<file path="config.mk">
export PLATFORM = sky130hd
export DESIGN_NAME = hazard_ctrl
export DESIGN_NICKNAME = d
export VERILOG_FILES = /design/src/rtl/hazard_ctrl.sv
export SDC_FILE = /design/constraint.sdc
export NUM_CORES = 1
export LEC_CHECK = 0
export ABC_AREA = 1
export CORE_MARGIN = 2
export CORE_UTILIZATION = 53
export DETAILED_ROUTE_END_ITERATION = 7
export PLACE_DENSITY = 0.81
export RECOVER_POWER = 25
export REMOVE_ABC_BUFFERS = 1
export SYNTH_ARGS = -nofsm -noshare
export SYNTH_HDL_FRONTEND = slang
export SYNTH_SLANG_ARGS = --single-unit
</file>
<file path="constraint.sdc">
create_clock -name clk -period 2.05 [get_ports clk]
set_input_delay 0.205 -clock clk [delete_from_list [all_inputs] [get_ports clk]]
set_output_delay 0.205 -clock clk [all_outputs]
set_load 0.01 [all_outputs]
</file>
<file path="src/rtl/hazard_ctrl.sv">
// Hazard/forwarding controller for the 5-stage MIPS-lite pipeline: shadow
// scoreboard, stall/flush, registered forwarding selects, HALT drain FSM, stats.
module hazard_ctrl #(
    parameter int REGADDR    = 5,
    parameter bit FORWARDING = 1'b1,
    parameter int CNTW       = 32
) (
    input  logic               clk,
    input  logic               reset,
    input  logic               id_valid,
    input  logic [REGADDR-1:0] id_rs,
    input  logic [REGADDR-1:0] id_rt,
    input  logic               id_uses_rs,
    input  logic               id_uses_rt,
    input  logic [REGADDR-1:0] id_dest,
    input  logic               id_writes_reg,
    input  logic               id_is_load,
    input  logic               id_is_halt,
    input  logic               ex_branch_taken,
    output logic               stall,
    output logic               flush,
    output logic               stop_fetch,
    output logic [1:0]         fwd_a,
    output logic [1:0]         fwd_b,
    output logic               halted,
    output logic [CNTW-1:0]    stall_cycles,
    output logic [CNTW-1:0]    flush_cycles
);

    localparam logic [CNTW-1:0] CNT_MAX = {CNTW{1'b1}};
    localparam logic [CNTW-1:0] CNT_ONE = {{(CNTW-1){1'b0}}, 1'b1};
    localparam logic [CNTW-1:0] CNT_TWO = {{(CNTW-2){1'b0}}, 2'b10};

    typedef enum logic [1:0] {
        ST_RUN   = 2'd0,
        ST_DRAIN = 2'd1,
        ST_DONE  = 2'd2
    } state_t;

    state_t state_q, state_d;

    // WB slot needs no storage: it never stalls or forwards, only HALT's
    // arrival there (the edge leaving MEM) matters.
    logic               ex_vld_q, ex_wr_q, ex_ld_q, ex_ht_q;
    logic [REGADDR-1:0] ex_dst_q;
    logic               ex_vld_d, ex_wr_d, ex_ld_d, ex_ht_d;
    logic [REGADDR-1:0] ex_dst_d;
    logic               mem_vld_q, mem_wr_q, mem_ht_q;
    logic [REGADDR-1:0] mem_dst_q;

    logic [1:0]      fwd_a_q, fwd_a_d, fwd_b_q, fwd_b_d;
    logic            stop_fetch_q, halted_q;
    logic [CNTW-1:0] stall_cnt_q, stall_cnt_d, flush_cnt_q, flush_cnt_d;

    logic id_live_s, ex_rs_s, ex_rt_s, mem_rs_s, mem_rt_s;
    logic stall_s, flush_s, accept_s;

    function automatic logic src_match(input logic vld, input logic wr,
                                       input logic [REGADDR-1:0] dst,
                                       input logic [REGADDR-1:0] src,
                                       input logic uses);
        return vld & wr & uses & (dst == src) & (src != {REGADDR{1'b0}});
    endfunction

    function automatic logic [1:0] fwd_sel(input logic ex_hit, input logic mem_hit);
        logic [1:0] sel;
        if (ex_hit) begin
            sel = 2'b01;
        end else if (mem_hit) begin
            sel = 2'b10;
        end else begin
            sel = 2'b00;
        end
        return sel;
    endfunction

    // Hazard detection: same-cycle stall/flush and ID acceptance
    always_comb begin
        ex_rs_s   = src_match(ex_vld_q, ex_wr_q, ex_dst_q, id_rs, id_uses_rs);
        ex_rt_s   = src_match(ex_vld_q, ex_wr_q, ex_dst_q, id_rt, id_uses_rt);
        mem_rs_s  = src_match(mem_vld_q, mem_wr_q, mem_dst_q, id_rs, id_uses_rs);
        mem_rt_s  = src_match(mem_vld_q, mem_wr_q, mem_dst_q, id_rt, id_uses_rt);
        id_live_s = id_valid && (state_q == ST_RUN);
        flush_s   = 1'b0;
        stall_s   = 1'b0;
        if (reset && (state_q != ST_DONE)) begin
            flush_s = ex_branch_taken;
        end else begin
            flush_s = 1'b0;
        end
        if (reset && id_live_s && !flush_s) begin
            if (FORWARDING) begin
                stall_s = ex_ld_q && (ex_rs_s || ex_rt_s);
            end else begin
                stall_s = ex_rs_s || ex_rt_s || mem_rs_s || mem_rt_s;
            end
        end else begin
            stall_s = 1'b0;
        end
        accept_s = id_live_s && !stall_s && !flush_s;
    end

    // Next state: scoreboard shift, forwarding selects, HALT FSM, counters
    always_comb begin
        state_d     = state_q;
        ex_vld_d    = 1'b0;
        ex_dst_d    = {REGADDR{1'b0}};
        ex_wr_d     = 1'b0;
        ex_ld_d     = 1'b0;
        ex_ht_d     = 1'b0;
        fwd_a_d     = 2'b00;
        fwd_b_d     = 2'b00;
        stall_cnt_d = stall_cnt_q;
        flush_cnt_d = flush_cnt_q;

        if (accept_s) begin
            ex_vld_d = 1'b1;
            ex_dst_d = id_dest;
            ex_wr_d  = id_writes_reg;
            ex_ld_d  = id_is_load;
            ex_ht_d  = id_is_halt;
            if (FORWARDING) begin
                fwd_a_d = fwd_sel(ex_rs_s, mem_rs_s);
                fwd_b_d = fwd_sel(ex_rt_s, mem_rt_s);
            end else begin
                fwd_a_d = 2'b00;
                fwd_b_d = 2'b00;
            end
        end else begin
            ex_vld_d = 1'b0;
        end

        case (state_q)
            ST_RUN: begin
                if (accept_s && id_is_halt) begin
                    state_d = ST_DRAIN;
                end else begin
                    state_d = ST_RUN;
                end
            end
            ST_DRAIN: begin
                if (mem_vld_q && mem_ht_q) begin
                    state_d = ST_DONE;
                end else begin
                    state_d = ST_DRAIN;
                end
            end
            ST_DONE: state_d = ST_DONE;
            default: state_d = ST_RUN;
        endcase

        if (state_q != ST_DONE) begin
            if (stall_s && (stall_cnt_q != CNT_MAX)) begin
                stall_cnt_d = stall_cnt_q + CNT_ONE;
            end else begin
                stall_cnt_d = stall_cnt_q;
            end
            if (flush_s) begin
                flush_cnt_d = (flush_cnt_q >= (CNT_MAX - CNT_ONE)) ? CNT_MAX
                                                                   : flush_cnt_q + CNT_TWO;
            end else begin
                flush_cnt_d = flush_cnt_q;
            end
        end else begin
            stall_cnt_d = stall_cnt_q;
            flush_cnt_d = flush_cnt_q;
        end
    end

    // State and output registers with synchronous active-low reset
    always_ff @(posedge clk) begin
        if (!reset) begin
            state_q      <= ST_RUN;
            ex_vld_q     <= 1'b0;
            ex_dst_q     <= {REGADDR{1'b0}};
            ex_wr_q      <= 1'b0;
            ex_ld_q      <= 1'b0;
            ex_ht_q      <= 1'b0;
            mem_vld_q    <= 1'b0;
            mem_dst_q    <= {REGADDR{1'b0}};
            mem_wr_q     <= 1'b0;
            mem_ht_q     <= 1'b0;
            fwd_a_q      <= 2'b00;
            fwd_b_q      <= 2'b00;
            stop_fetch_q <= 1'b0;
            halted_q     <= 1'b0;
            stall_cnt_q  <= {CNTW{1'b0}};
            flush_cnt_q  <= {CNTW{1'b0}};
        end else begin
            state_q      <= state_d;
            ex_vld_q     <= ex_vld_d;
            ex_dst_q     <= ex_dst_d;
            ex_wr_q      <= ex_wr_d;
            ex_ld_q      <= ex_ld_d;
            ex_ht_q      <= ex_ht_d;
            mem_vld_q    <= ex_vld_q;
            mem_dst_q    <= ex_dst_q;
            mem_wr_q     <= ex_wr_q;
            mem_ht_q     <= ex_ht_q;
            fwd_a_q      <= fwd_a_d;
            fwd_b_q      <= fwd_b_d;
            stop_fetch_q <= (state_d != ST_RUN);
            halted_q     <= (state_d == ST_DONE);
            stall_cnt_q  <= stall_cnt_d;
            flush_cnt_q  <= flush_cnt_d;
        end
    end

    assign stall        = stall_s;
    assign flush        = flush_s;
    assign stop_fetch   = stop_fetch_q;
    assign halted       = halted_q;
    assign fwd_a        = fwd_a_q;
    assign fwd_b        = fwd_b_q;
    assign stall_cycles = stall_cnt_q;
    assign flush_cycles = flush_cnt_q;

endmodule

</file>
==> summary.md <==
| Metric | Value |
|---|---|
| Die Ht | 102 um |
| Setup violators final | 0 |
| Clk slew on worst S/H paths | about 0.09 ns |
| Synth Register Bits | 89 |
| Grt met3 use | 3.80% |
| Synthesis Warnings | 0 |
| Period utilization | 97.0% |
| Post-route setup slack | 0.0611 ns |
| DP HPWL | 10,700 um |
| First-pass GRT wire length | roughly 23,000 um |
| Initial DRC Count | roughly 250 |
| Max rail drop VDD | 0.547 mV |
| Met2 usage | about half |
| Sink Count | 89 |
| Setup crit end kind | output pin |
| WL final | 13,900 um |
| GRT Max-Usage Layer | met2 |
| RSZ-0062 raised after global routing | false |
| # hold bufs at CTS | 0 |
| Crit Path Class | flip-flop to output pin |
| N_diodes | 0 |
| RePlAce Congestion | 0.998 |
| H-tree levels | 3 |
| Worst-Margin Slew | 0.568 ns |
| CTS Buf Count | 9 |
| Core ar. | 9240 um^2 |
| Ports | 96 |
| ANT nets after route | 0 |
| Initial antenna violation count | 0 |
| Reg-to-reg slack, setup | 0.19 ns |
| Per-cell routed wire length | approximately 13 um |
| Critical Path RT | 1.85 ns |
| Critical Path Source Type | flip-flop |
| Cells after synthesis | between 700 and 800 |
| Clock buffer depth | 2 |
| Later-pin clock latency in the skew report | 0.36 ns |
| Area share of the largest cell type after synthesis | 35.3% |
| Final Hold Violating Endpoints | 0 |
| Layout fillers | 787 |
| Post-synth top area cell | dfxtp_1 |
| Pre-CTS WS | -0.130 ns |
| Setup TNS | 0 ns |
| Outcome | completed |
| Via/cell ratio | between 5 and 6 |
| Number of core rows | 35 |
| Area added between synthesis and finish | 32.7% |
| Post-synthesis sequential area ratio | 35.3% |
| Top cells by area, synth | dfxtp_1, nand2_1, nor2_1 |
| Total Power | between 0.003 and 0.004 W |
| Initial core utilization | 54.6% |
| Clock skew | ~0.0080 ns |
| I/O Buffers | 95 |
| Tot GR Track Use | 27.9% |
| Post-layout util | 72.4% |
| Largest net degree at the start of global routing | 24 |
| Die width | 102 um |
| Layout cell share with drive strength beyond 1 | 13.1% |
| Fmax | 0.503 GHz |
| Max cap viols | 0 |
| Critical Path Max Stage Delay | 0.54 ns |
| Headroom to the max-slew limit | 62.2% |
| Leakage Power | about 2.6 nW |
| Die area | roughly 10,000 um^2 |
| Mapped cell area | 5040 um^2 |
| Final nets | 923 |
| Vias | 5,276 |
| Hold crit path type | primary input to flip-flop |
| CP cell instances | inv_1, nand2_2, inv_2, nor2_2, buf_6, clkdlybuf4s50_1 |
| Pwr dens | 508 nW/um^2 |
| Drt pass-1 iters | 6 |
| CTS Root Cell | clkbuf_8 |
| Arrival @ worst endpoint | 1.78 ns |
| Slowest stage cell, crit path | clkdlybuf4s50_1 |
| Met1 usage | 33.5% |
| Final slew viol count | 0 |
| Syn Area/Cell | 6.62 um^2 |
| Distinct cell type count after synthesis | 40 |
| Min Tclk post-route | 1.99 ns |
| Gr ovfl total | 0 |
| # DRC | 0 |
| CTS tree | yes |
| Vias in the first global route | 5,203 |
| Crit path max fanout | 11 |
[critical path: cells and delay by family (launching register included)]
family	cells	cell delay (ns)
flip-flops	1	0.34
buffers and inverters	4	0.83
AND/OR/NAND/NOR	2	0.25
[cells in the final DEF, fill, tap and decap left out, types with 3 or more instances in the layout]
| cell type | count |
|---|---|
| a21oi_1 | 32 |
| a21oi_2 | 14 |
| a31oi_1 | 4 |
| buf_12 | 3 |
| buf_4 | 40 |
| bufinv_16 | 3 |
| clkbuf_1 | 3 |
| clkbuf_8 | 9 |
| clkdlybuf4s50_1 | 63 |
| clkinv_1 | 4 |
| dfxtp_1 | 84 |
| dfxtp_2 | 5 |
| dlygate4sd2_1 | 4 |
| dlygate4sd3_1 | 28 |
| inv_1 | 76 |
| inv_2 | 15 |
| nand2_1 | 228 |
| nand2_2 | 3 |
| nand3_1 | 40 |
| nand3_2 | 4 |
| nand3b_1 | 5 |
| nand4_1 | 19 |
| nor2_1 | 95 |
| nor2_2 | 8 |
| nor2_4 | 4 |
| nor3_1 | 25 |
| o21ai_0 | 6 |
| o21ai_1 | 3 |
| xnor2_1 | 24 |
| xor2_1 | 27 |
[area by class of cell]
type	count	area (um^2)	share of cell area (%)
Multi-Input combinational cell	560	2830	42.3
Clock inverter	5	104	1.55
Inverter	95	357	5.33
Clock buffer	9	124	1.85
Sequential cell	89	1790	26.7
Timing Repair Buffer	142	1330	19.9
Tap cell	129	161	2.41
[logic make-up (layout without fill, tap and decap cells)]
group	count (synthesis)	count (layout)	synth area share, %
xor+xnor	51	51	8.86
compound gates	63	63	7.72
simple gates	444	444	38.5
buf+inv	113	251	9.06
fa+ha+maj	2	2	0.496
flops	89	89	35.3
[synth_stat cells, drive strengths merged]
| cell type | instances |
|---|---|
| dfxtp | 89 |
| nor4b | 1 |
| xor2 | 27 |
| nor2 | 107 |
| or2 | 2 |
| a21oi | 46 |
| buf | 13 |
| and2 | 2 |
| clkbuf | 5 |
| xnor2 | 24 |
| nor3 | 28 |
| o21a | 1 |
| nand3 | 44 |
| nand3b | 5 |
| clkinv | 4 |
| a31oi | 5 |
| a2111oi | 1 |
| ha | 2 |
| nor3b | 2 |
| o21ai | 9 |
| inv | 91 |
| nor4 | 2 |
| a211oi | 1 |
| nand4 | 20 |
| nand2 | 231 |
[flip-flops by register name (all words and copies together), names as in the netlist]
name          cells
mem_wr_q          1
stop_fetch        1
fwd_a             2
ex_vld_q          1
flush_cycles     32
fwd_b             2
ex_ht_q           1
mem_vld_q         1
ex_ld_q           1
mem_ht_q          1
halted            1
ex_dst_q          5
mem_dst_q         5
ex_wr_q           1
stall_cycles     32
state_q           2
[metrics by stage]
stage | instance area [um^2] | hold WS [ns] | cells
6_report | 6690 | 0.362 | 1029
5_1_grt | 6690 | 0.363 | 1029
4_1_cts | 6690 | 0.353 | 1029
3_5_place_dp | 6440 | 0.408 | 1015
3_3_place_gp | 6440 | 0.397 | 1015
2_1_floorplan | 4940 | 0.298 | 744
[final timing paths]
| kind | startpoint | end | depth (start not counted) |
|---|---|---|---|
| min reg2reg | ex_ht_q$_SDFF_PN0_ | mem_ht_q$_SDFF_PN0_ | 2 |
| max | state_q[0]$_SDFF_PN0_ | flush | 6 |
| min | id_dest[2] | ex_dst_q[2]$_SDFF_PN0_ | 3 |
| max reg2reg | flush_cycles[2]$_SDFFE_PN0P_ | flush_cycles[25]$_SDFFE_PN0P_ | 9 |
[metal layers]
layer / routed length (um) / part of all wire, %
met5: 0 / 0
met2: 6990 / 50
met3: 737 / 5.3
met4: 389 / 2.8
met1: 5750 / 41
[report_power, final]
| part | total [W] | internal [W] | switching [W] |
|---|---|---|---|
| clock network | 0.00142 | 0.000799 | 0.000623 |
| registers | 0.00176 | 0.00175 | 0.0000154 |
| logic | 0.000213 | 0.000105 | 0.000108 |
| total | 0.00340 | 0.00265 | 0.000746 |
[repair_timing]
item	CTS	global route
resized for setup	12	6
buffers inserted	0	0
cloned	0	0
hold endpoints to repair	0	0
setup endpoints to repair	1	6
(Power assumes the default switching activity.)
